$ cat config.mk
export PLATFORM = sky130hd
export DESIGN_NAME = int2ieee
export DESIGN_NICKNAME = d
export VERILOG_FILES = /design/src/rtl/int2ieee.sv
export SDC_FILE = /design/constraint.sdc
export NUM_CORES = 1
export LEC_CHECK = 0
export CAP_MARGIN = 40
export CORE_AREA = 2 2 89 91
export CTS_BUF_LIST = sky130_fd_sc_hd__clkbuf_2
export DETAILED_ROUTE_END_ITERATION = 7
export DIE_AREA = 0 0 91 93
export GPL_ROUTABILITY_DRIVEN = 0
export PLACE_DENSITY = 0.82
export SYNTH_ARGS = -nofsm -noshare
export SYNTH_HDL_FRONTEND = slang
export SYNTH_SLANG_ARGS = --single-unit
$ cat constraint.sdc
create_clock -name clk -period 4.71 [get_ports clk]
set_input_delay 1.413 -clock clk [delete_from_list [all_inputs] [get_ports clk]]
set_output_delay 1.413 -clock clk [all_outputs]
set_load 0.01 [all_outputs]
$ cat src/rtl/int2ieee.sv
// Int32 to IEEE-754 single (round to nearest even), normalising one bit per clock.
// Latency 1 edge for zero, lz+2 otherwise; in_ready only in IDLE, result held in DONE until out_ready.
module int2ieee (
  input  logic        clk,
  input  logic        rst_n,
  input  logic        in_valid,
  output logic        in_ready,
  input  logic [31:0] in_data,
  output logic        out_valid,
  input  logic        out_ready,
  output logic [31:0] out_data
);

  typedef enum logic [1:0] {
    IDLE = 2'd0,
    NORM = 2'd1,
    DONE = 2'd2
  } state_t;

  state_t      state_q, state_d;
  logic [31:0] mag_q, mag_d;
  logic [7:0]  exp_q, exp_d;
  logic        sign_q, sign_d;
  logic [31:0] out_data_q, out_data_d;

  logic [22:0] man_trunc;
  logic [22:0] man_rnd;
  logic        guard;
  logic        sticky;
  logic        round_up;
  logic        man_carry;
  logic [7:0]  exp_rnd;
  logic [31:0] in_mag;

  assign in_mag = in_data[31] ? (~in_data + 32'd1) : in_data;

  // A carry out of the mantissa only happens when it was all ones, leaving it zero.
  assign man_trunc              = mag_q[30:8];
  assign guard                  = mag_q[7];
  assign sticky                 = |mag_q[6:0];
  assign round_up               = guard & (sticky | man_trunc[0]);
  assign {man_carry, man_rnd}   = {1'b0, man_trunc} + {23'd0, round_up};
  assign exp_rnd                = exp_q + {7'd0, man_carry};

  always_ff @(posedge clk or negedge rst_n) begin
    if (!rst_n) begin
      state_q    <= IDLE;
      mag_q      <= 32'd0;
      exp_q      <= 8'd0;
      sign_q     <= 1'b0;
      out_data_q <= 32'd0;
    end else begin
      state_q    <= state_d;
      mag_q      <= mag_d;
      exp_q      <= exp_d;
      sign_q     <= sign_d;
      out_data_q <= out_data_d;
    end
  end

  always_comb begin
    state_d    = state_q;
    mag_d      = mag_q;
    exp_d      = exp_q;
    sign_d     = sign_q;
    out_data_d = out_data_q;
    unique case (state_q)
      IDLE: begin
        if (in_valid) begin
          sign_d = in_data[31];
          mag_d  = in_mag;
          exp_d  = 8'd158;
          if (in_data == 32'd0) begin
            out_data_d = 32'd0;
            state_d    = DONE;
          end else begin
            state_d = NORM;
          end
        end
      end
      NORM: begin
        if (!mag_q[31]) begin
          mag_d = {mag_q[30:0], 1'b0};
          exp_d = exp_q - 8'd1;
        end else begin
          exp_d      = exp_rnd;
          out_data_d = {sign_q, exp_rnd, man_rnd};
          state_d    = DONE;
        end
      end
      DONE: begin
        if (out_ready) state_d = IDLE;
      end
      default: state_d = IDLE;
    endcase
  end

  assign in_ready  = (state_q == IDLE);
  assign out_valid = (state_q == DONE);
  assign out_data  = out_data_q;

endmodule

==> run_results.csv, run 1 <==
group,metric,value,unit
run_status,status,"complete, no violations",
sta,fin_crit,3.76,ns
clocking,cts_setup_buffers,0,
final_layout,drive_gt1_frac,0.0676,
clocking,clk_latency,0.51,ns
logic_synthesis,netlist_instances,452,
clocking,clk_pin_slew,0.19,ns
logic_synthesis,ys.warnings.count,0,
worst_setup_path,crit_type,"input port to register",
logic_synthesis,syn-num-nets,493,
power,p_leak,2.11,nW
routing,drt-initial-drc-count,151,
logic_synthesis,synthTopCellsByArea,"dfrtp_1 (43%), xor2_1 (6.0%), a22o_1 (5.8%), xnor2_1 (4.8%), o21ai_0 (4.0%)",
power,p_sw,1.14,mW
min_path,min_path_cells,1,
worst_setup_path,path_max_fanout,33,
min_path,hold_class,"register to register",
global_route,gr-total-overflow,0,
sta,relSlewSlack,0.393,
logic_synthesis,yosysSeqAreaShare,0.430,
logic_synthesis,async_flop_share,1.00,
power,p_sw_frac,0.397,
floorplanning,core,7530,um2
final_layout,area_delta_synth_final,20.5,%
clocking,cts_hold_buf,0,
power,combPwrFrac,0.443,
logic_synthesis,synth-edff-count,0,
sta,slew_viol_final,0,
final_layout,n_antenna_cell,0,
logic_synthesis,synth_top_area_cell,"dfrtp_1",
floorplanning,pin_count,70,
final_layout,nNetsFinal,554,
logic_synthesis,postSynthAreaPerCell,9.67,um2
power,powerDensity,548,nW/um2
worst_setup_path,cp-end-kind,"register",
routing,route.detailed.drc,0,
sta,min_period_over_period,0.799,
sta,finalHoldViolCount,0,
routing,vias,3731,
routing,first_pass_iters,4,
logic_synthesis,yosysUniqueCellTypes,48,
floorplanning,die_h,93,um
sta,whs,0.514,ns
routing,wire_per_inst,16.3,um
routing,routed_wl,10100,um
final_layout,postLayoutCellArea,5270,um2
place,portBuffers,69,
worst_setup_path,r2r-start,"mag_q[15]$_DFFE_PN0P_",
sta,worst_pin_slew,0.906,ns
worst_setup_path,arrival,4.16,ns
global_route,grt_antenna_before_repair,0,
clocking,clock_sinks,75,
sta,max_freq,0.266,GHz
worst_setup_path,startpoint_type,"input port",
clocking,cts_made_buffers,9,
worst_setup_path,startpoint,"in_data[0]",
global_route,grt_usage,0.246,
logic_synthesis,synth.top_cell.area_share,0.430,
clocking,cts_tree,"done",
sta,setup_tns,0,ns
power,p_seq_frac,0.418,
job,max_cap_violations,0,
worst_setup_path,ff2ff_path_depth,9,
place,dpl_cell_area,5130,um2
global_route,grt_max_degree,47,
sta,finalClockSkew,0.0273,ns
logic_synthesis,mappedNetlistArea,4370,um2
logic_synthesis,ys_ff_latch,75,
floorplanning,die_w,91,um
global_route,first_global_vias,3554,
floorplanning,fp-row-count,32,
worst_setup_path,setup.worst_path.end,"out_data[5]$_DFFE_PN0P_",
worst_setup_path,required,5.11,ns
worst_setup_path,worstReg2RegEnd,"exp_q[7]$_DFFE_PN0P_",
power,ir_worst_vdd,0.175,mV
routing,ant_nets,0,
sta,grt_setup_unrepaired,"false",
clocking,ctsRootBufferMaster,"clkbuf_2",
clocking,htreeDepth,3,
sta,setup_viol_count_final,0,
power,clockPowerShare,0.140,
place,dp_hpwl,7440,um
worst_setup_path,reg2reg_setup_slack,1.77,ns
clocking,cts_resized,0,
routing,via_per_inst,6.02,
global_route,grt_pass1_wl,16800,um
logic_synthesis,synthFlopType,"dfrtp_1",
floorplanning,start_util,0.580,
final_layout,fillers,615,
clocking,cts_buffer_depth,2,
floorplanning,die_area,8460,um2
power,p_int,1.74,mW
## cells in the mapped netlist, types with 5 or more instances
master	n
a21oi_1	11
a221oi_1	5
a22o_1	29
a22oi_1	19
and3_1	7
clkbuf_1	22
dfrtp_1	75
ha_1	5
inv_1	13
mux2i_1	7
nand2_1	31
nand2b_1	6
nand3_1	12
nand4_1	6
nor2_1	22
nor3_1	19
nor4_1	7
o21ai_0	35
o31ai_1	7
o41ai_1	6
xnor2_1	24
xor2_1	30
## placed cells by master, fill, tap and decap left out, types with 4 or more instances in the layout
cell             synthesis  layout
nor2_1                  22      21
a22o_1                  29      29
and3_1                   7       7
mux2i_1                  7       7
o21ai_0                 35      35
clkbuf_2                 0       9
nor3_1                  19      19
or3_1                    4       4
dfrtp_1                 75      75
inv_1                   13      13
a22oi_1                 19      19
nand4_1                  6       6
and4_1                   4       4
nand3_1                 12      12
ha_1                     5       5
buf_4                    0       4
a21oi_1                 11      11
a31oi_1                  4       4
clkdlybuf4s50_1          0      68
o31ai_1                  7       7
a221oi_1                 5       5
xor2_1                  30      30
xnor2_1                 24      24
nor4_1                   7       7
nand2_1                 31      31
nand2b_1                 6       6
a221o_1                  4       4
o41ai_1                  6       6
## worst min-delay path by stage
stage / start / endpoint
2_1_floorplan: sign_q$_DFFE_PN0P_ / sign_q$_DFFE_PN0P_
3_3_place_gp: sign_q$_DFFE_PN0P_ / sign_q$_DFFE_PN0P_
3_5_place_dp: out_data[9]$_DFFE_PN0P_ / out_data[9]$_DFFE_PN0P_
4_1_cts: sign_q$_DFFE_PN0P_ / out_data[31]$_DFFE_PN0P_
5_1_grt: sign_q$_DFFE_PN0P_ / out_data[31]$_DFFE_PN0P_
6_report: sign_q$_DFFE_PN0P_ / out_data[31]$_DFFE_PN0P_
## power groups by stage
stage	Combinational (mW)	Clock, mW	Sequential (mW)
3_5_place_dp	1.28	0	1.21
6_report	1.28	0.402	1.21
5_1_grt	1.40	0.448	1.25
3_3_place_gp	1.22	0	1.20
2_1_floorplan	0.793	0	1.18
4_1_cts	1.28	0.411	1.20
## final cells by class
type,instances,area [um2],area share
multi-input cells,338,2330,0.442
clock inverters,7,92.6,0.0176
flip-flops and latches,75,1880,0.356
repair buffers,75,746,0.142
inverters,14,52.6,0.00998
clock buffers,9,45.0,0.00855
well taps,102,128,0.0242
## critical path: stages
cell	delay [ns]
clkdlybuf4s50_1	0.45
inv_1	0.10
ha_1	0.17
or3b_2	0.47
or4_4	0.46
nor4_4	0.37
o211ai_4	0.36
a22o_1	0.36
## cell families (layout without fill, tap and decap cells)
kind of cell               after synthesis  after routing  share of synthesized area
and+or+nand+nor                        139            139                      0.173
AOI/OAI and AO/OA                      132            132                      0.218
DFF                                     75             75                      0.430
xor gates and xnor gates                54             54                      0.108
buffers and inverters                   39            105                     0.0387
muxes                                    8              8                     0.0186
adders and majority gates                5              5                     0.0143
## per-layer routing
metal  GRT usage  vias to the layer above  wire length (um)
li1            -                     1803                 -
met1       0.335                     1802              4530
met2       0.405                      118              4980
met3      0.0435                        8               458
met4      0.0783                        0               108
met5           0                        -                 0
## state kept, by name, indices dropped and copies added (netlist names)
| register | cells |
|---|---|
| exp_q | 8 |
| mag_q | 32 |
| out_data | 32 |
| sign_q | 1 |
| state_q | 2 |
## per-stage QoR
stage          cells  setup WS, ns   util  total power [mW]
5_1_grt          620         0.910  0.700              3.10
6_report         620         0.947  0.700              2.88
3_3_place_gp     602         0.526  0.677              2.42
4_1_cts          620          1.00  0.700              2.89
3_5_place_dp     604         0.425  0.681              2.49
2_1_floorplan    452          1.24      -              1.97
(Power assumes the default switching activity.)
==> run 2: changes to the inputs <==
Settings changed: CORE_AREA 2 2 89 91 to 2 2 97 99, DIE_AREA 0 0 91 93 to 0 0 99 101, PLACE_DENSITY 0.82 to 0.73.
Clock period 4.71 ns to 3 ns, I/O delays scaled along.
==> run_results.csv, run 2 (same netlist as run 1, synthesis figures left out) <==
group,metric,value,unit
sta,setup_tns,0,ns
sta,finalHoldViolCount,0,
min_path,hold_class,"input port to async pin",
clocking,htreeDepth,3,
final_layout,fillers,757,
clocking,clk_pin_slew,0.20,ns
sta,relSlewSlack,0.621,
routing,via_per_inst,5.74,
run_status,status,"complete, no violations",
place,dpl_cell_area,5480,um2
floorplanning,start_util,0.487,
sta,worst_pin_slew,0.569,ns
routing,vias,3866,
job,max_cap_violations,0,
final_layout,postLayoutCellArea,5590,um2
worst_setup_path,cp-end-kind,"register",
clocking,cts_setup_buffers,0,
sta,fin_crit,2.94,ns
final_layout,area_delta_synth_final,27.9,%
clocking,clk_latency,0.53,ns
final_layout,register_area,1880,um2
power,powerDensity,807,nW/um2
final_layout,drive_gt1_frac,0.141,
global_route,grt_max_degree,37,
global_route,grt_antenna_before_repair,0,
power,p_total,4.51,mW
floorplanning,die_w,99,um
worst_setup_path,arrival,3.37,ns
place,dp_hpwl,7930,um
clocking,cts_buffer_depth,2,
sta,max_freq,0.340,GHz
floorplanning,die_h,101,um
final_layout,layout_commonest_cell,"dfrtp_1",
worst_setup_path,required,3.43,ns
clocking,cts_made_buffers,9,
clocking,ctsRootBufferMaster,"clkbuf_2",
global_route,gr-total-overflow,0,
power,p_leak,2.31,nW
floorplanning,die_area,10000,um2
routing,first_pass_iters,5,
sta,whs,0.330,ns
sta,grt_setup_unrepaired,"false",
floorplanning,core,8980,um2
sta,setup_viol_count_final,0,
global_route,first_global_vias,3631,
power,ir_worst_vdd,0.335,mV
floorplanning,pin_count,70,
place,place_inst,657,
clocking,clock_sinks,75,
clocking,cts_tree,"done",
worst_setup_path,crit_type,"input port to register",
final_layout,finalNonFillerCells,673,
final_layout,nNetsFinal,598,
place,place_ws,-0.541,ns
final_layout,multi_input_area,2330,um2
clocking,cts_resized,0,
routing,wire_per_inst,15.7,um
worst_setup_path,path_max_fanout,33,
global_route,grt_usage,0.217,
sta,slew_viol_final,0,
routing,ant_nets,0,
routing,route.detailed.drc,0,
clocking,cts_hold_buf,0,
routing,drt-initial-drc-count,220,
sta,min_period_over_period,0.979,
sta,setup_slack,0.0629,ns
routing,routed_wl,10600,um
floorplanning,fp-row-count,35,
sta,finalClockSkew,0.0152,ns
worst_setup_path,startpoint_type,"input port",
place,portBuffers,69,
global_route,grt_pass1_wl,17500,um
final_layout,n_antenna_cell,0,
final_layout,layout_common_cells,"dfrtp_1 (75), clkdlybuf4s50_1 (68), buf_4 (48)",
final_layout,utilization,0.622,
## run 2: layer usage
metal | routed length, um | vias to the layer above | track usage | part of all wire
li1 | - | 1891 | - | -
met4 | 134 | 0 | 0.0674 | 0.013
met2 | 4940 | 98 | 0.341 | 0.47
met3 | 453 | 12 | 0.0354 | 0.043
met5 | 0 | - | 0 | 0
met1 | 5030 | 1865 | 0.308 | 0.48
## run 2: final timing paths
check                                           start                      end  slack [ns]  cells past startpoint
worst max-delay path                       in_data[0]  out_data[2]$_DFFE_PN0P_        0.06                      9
worst min-delay path                            rst_n    mag_q[10]$_DFFE_PN0P_        0.33                      1
worst max register to register  mag_q[10]$_DFFE_PN0P_     exp_q[6]$_DFFE_PN0P_        0.23                     10
worst min register to register     sign_q$_DFFE_PN0P_       sign_q$_DFFE_PN0P_        0.51                      2
max in group asynchronous                       rst_n   state_q[0]$_DFFE_PN0P_        2.03                      2
min in group clk                   sign_q$_DFFE_PN0P_       sign_q$_DFFE_PN0P_        0.51                      2
## run 2: critical path: stages
cell and delay (ns):
clkdlybuf4s50_1 0.41, inv_1 0.08, ha_1 0.16, or3b_2 0.46, or4_4 0.46, nor4_4 0.32
o211ai_4 0.12, buf_12 0.18, a22o_1 0.25
## run 2: layout make-up
class                   count  area share
repair buffers            119       0.194
flip-flops and latches     75       0.336
inverters                  14     0.00941
clock inverters             6      0.0101
well taps                 111      0.0249
clock buffers              10     0.00896
multi-input cells         338       0.416
## run 2: where the power goes
group | total (mW) | leakage (nW) | internal, mW | switching, mW
combinational | 2.06 | 1.33 | 1.08 | 0.984
clock | 0.538 | 0.0691 | 0.189 | 0.350
sequential | 1.91 | 0.917 | 1.44 | 0.468
total | 4.51 | 2.31 | 2.71 | 1.80
==> run 3: changes to the inputs <==
Settings changed: ABC_CLOCK_PERIOD_IN_PS set to 3000, RECOVER_POWER set to 100.
==> run_results.csv, run 3 (same netlist as run 1, synthesis figures left out) <==
group,metric,value,unit
sta,max_freq,0.342,GHz
sta,finalClockSkew,0.0190,ns
global_route,grt_usage,0.217,
final_layout,drive_gt1_frac,0.123,
final_layout,layout_commonest_cell,"dfrtp_1",
routing,wire_per_inst,15.6,um
routing,via_per_inst,5.75,
place,portBuffers,69,
power,p_total,4.42,mW
sta,min_period_over_period,0.975,
final_layout,n_antenna_cell,0,
global_route,grt_max_degree,37,
place,dpl_cell_area,5480,um2
floorplanning,core,8980,um2
sta,worst_pin_slew,1.28,ns
worst_setup_path,cp-end-kind,"register",
clocking,htreeDepth,3,
worst_setup_path,cpLargestDelayFamily,"simple AND/OR/NAND/NOR gates",
power,p_leak,2.33,nW
clocking,cts_hold_buf,0,
final_layout,nNetsFinal,598,
clocking,cts_buffer_depth,2,
clocking,clock_sinks,75,
final_layout,postLayoutCellArea,5530,um2
floorplanning,die_area,10000,um2
sta,grt_setup_unrepaired,"false",
floorplanning,die_w,99,um
routing,vias,3869,
sta,relSlewSlack,0.147,
routing,routed_wl,10500,um
routing,route.detailed.drc,0,
global_route,first_global_vias,3631,
worst_setup_path,arrival,3.37,ns
global_route,grt_antenna_before_repair,0,
clocking,cts_made_buffers,9,
floorplanning,start_util,0.487,
worst_setup_path,required,3.44,ns
sta,fin_crit,2.93,ns
sta,whs,0.505,ns
worst_setup_path,crit_buf_inv,3,
clocking,cts_resized,0,
worst_setup_path,crit_chain,"clkdlybuf4s50_1, inv_1, ha_1, or3b_2, or4_4, nor4_4, o211ai_4, buf_12, a22o_1",
global_route,grt_pass1_wl,17500,um
floorplanning,die_h,101,um
power,ir_worst_vdd,0.335,mV
worst_setup_path,startpoint_type,"input port",
clocking,clk_latency,0.55,ns
floorplanning,fp-row-count,35,
sta,slew_viol_final,0,
worst_setup_path,crit_slowest_cell,"or3b_2",
worst_setup_path,crit_type,"input port to register",
final_layout,area_delta_synth_final,26.6,%
job,max_cap_violations,0,
clocking,ctsRootBufferMaster,"clkbuf_2",
routing,first_pass_iters,5,
power,powerDensity,798,nW/um2
run_status,status,"complete, no violations",
worst_setup_path,reg2reg_setup_slack,0.23,ns
sta,setup_tns,0,ns
clocking,cts_tree,"done",
worst_setup_path,path_max_fanout,33,
routing,drt-initial-drc-count,250,
sta,setup_viol_count_final,0,
final_layout,layout_common_cells,"dfrtp_1 (75), buf_4 (38), dlygate4sd3_1 (36)",
routing,ant_nets,0,
min_path,hold_class,"register to register",
place,dp_hpwl,7930,um
worst_setup_path,max_stage_delay,0.46,ns
global_route,gr-total-overflow,0,
sta,finalHoldViolCount,0,
floorplanning,pin_count,70,
clocking,clk_pin_slew,0.18,ns
[run 3: changes by cell type in the layout (fill, tap and decap cells not counted), moves of 3 or more]
cell             delta
buf_4              -10
clkbuf_1            +8
clkdlybuf4s50_1    -36
clkbuf_4            +3
dlygate4sd3_1      +36
[run 3: what timing repair did]
item	in CTS	in global routing
setup buffers	0	0
hold endpoints to repair	0	0
endpoints found under the setup margin	0	21
[run 3: cell type report]
cell class                 instances  area (um2)
clock buffer                      10        50.0
clock inverter                     6        56.3
fill                             767        3440
inverter                          14        52.6
multi-input combinational        338        2310
sequential                        75        1880
tap                              111         139
timing repair buffer             119        1040
[run 3: worst paths after layout]
path,depth (start not counted),to,startpoint
max,9,out_data[2]$_DFFE_PN0P_,in_data[0]
min,2,sign_q$_DFFE_PN0P_,sign_q$_DFFE_PN0P_
max reg2reg,10,exp_q[6]$_DFFE_PN0P_,mag_q[10]$_DFFE_PN0P_
min reg2reg,2,sign_q$_DFFE_PN0P_,sign_q$_DFFE_PN0P_
max in group asynchronous,2,mag_q[31]$_DFFE_PN0P_,rst_n
min in group asynchronous,1,out_data[4]$_DFFE_PN0P_,rst_n
[run 3: where the power goes]
group / internal, mW / switching, mW / total, mW
registers: 1.44 / 0.457 / 1.90
logic: 0.996 / 0.980 / 1.98
clock network: 0.189 / 0.353 / 0.541
total: 2.63 / 1.79 / 4.42
[run 3: metal layers]
layer / GRT usage / part of all wire / vias to the layer above / wire length, um
li1: - / - / 1899 / -
met1: 0.308 / 0.47 / 1844 / 4980
met2: 0.341 / 0.47 / 112 / 4920
met3: 0.0354 / 0.045 / 14 / 475
met4: 0.0674 / 0.013 / 0 / 141
met5: 0 / 0 / - / 0
[run 3: worst register-to-register path: stages (launching register included)]
cell     delay (ns)
dfrtp_1        0.51
and4_1         0.36
nand3_1        0.15
nor4_1         0.35
ha_1           0.25
ha_1           0.25
nand3_1        0.14
nor2_1         0.21
a32oi_1        0.09
or3_1          0.32
o21ai_0        0.09
[run 3: stage by stage]
step	std cells	utilization	setup WS [ns]
floorplan	452	-	0.0440
global placement	656	0.610	-0.453
detailed placement	657	0.610	-0.541
CTS	673	0.622	0.0327
global route	673	0.616	0.00777
finish	673	0.616	0.0742
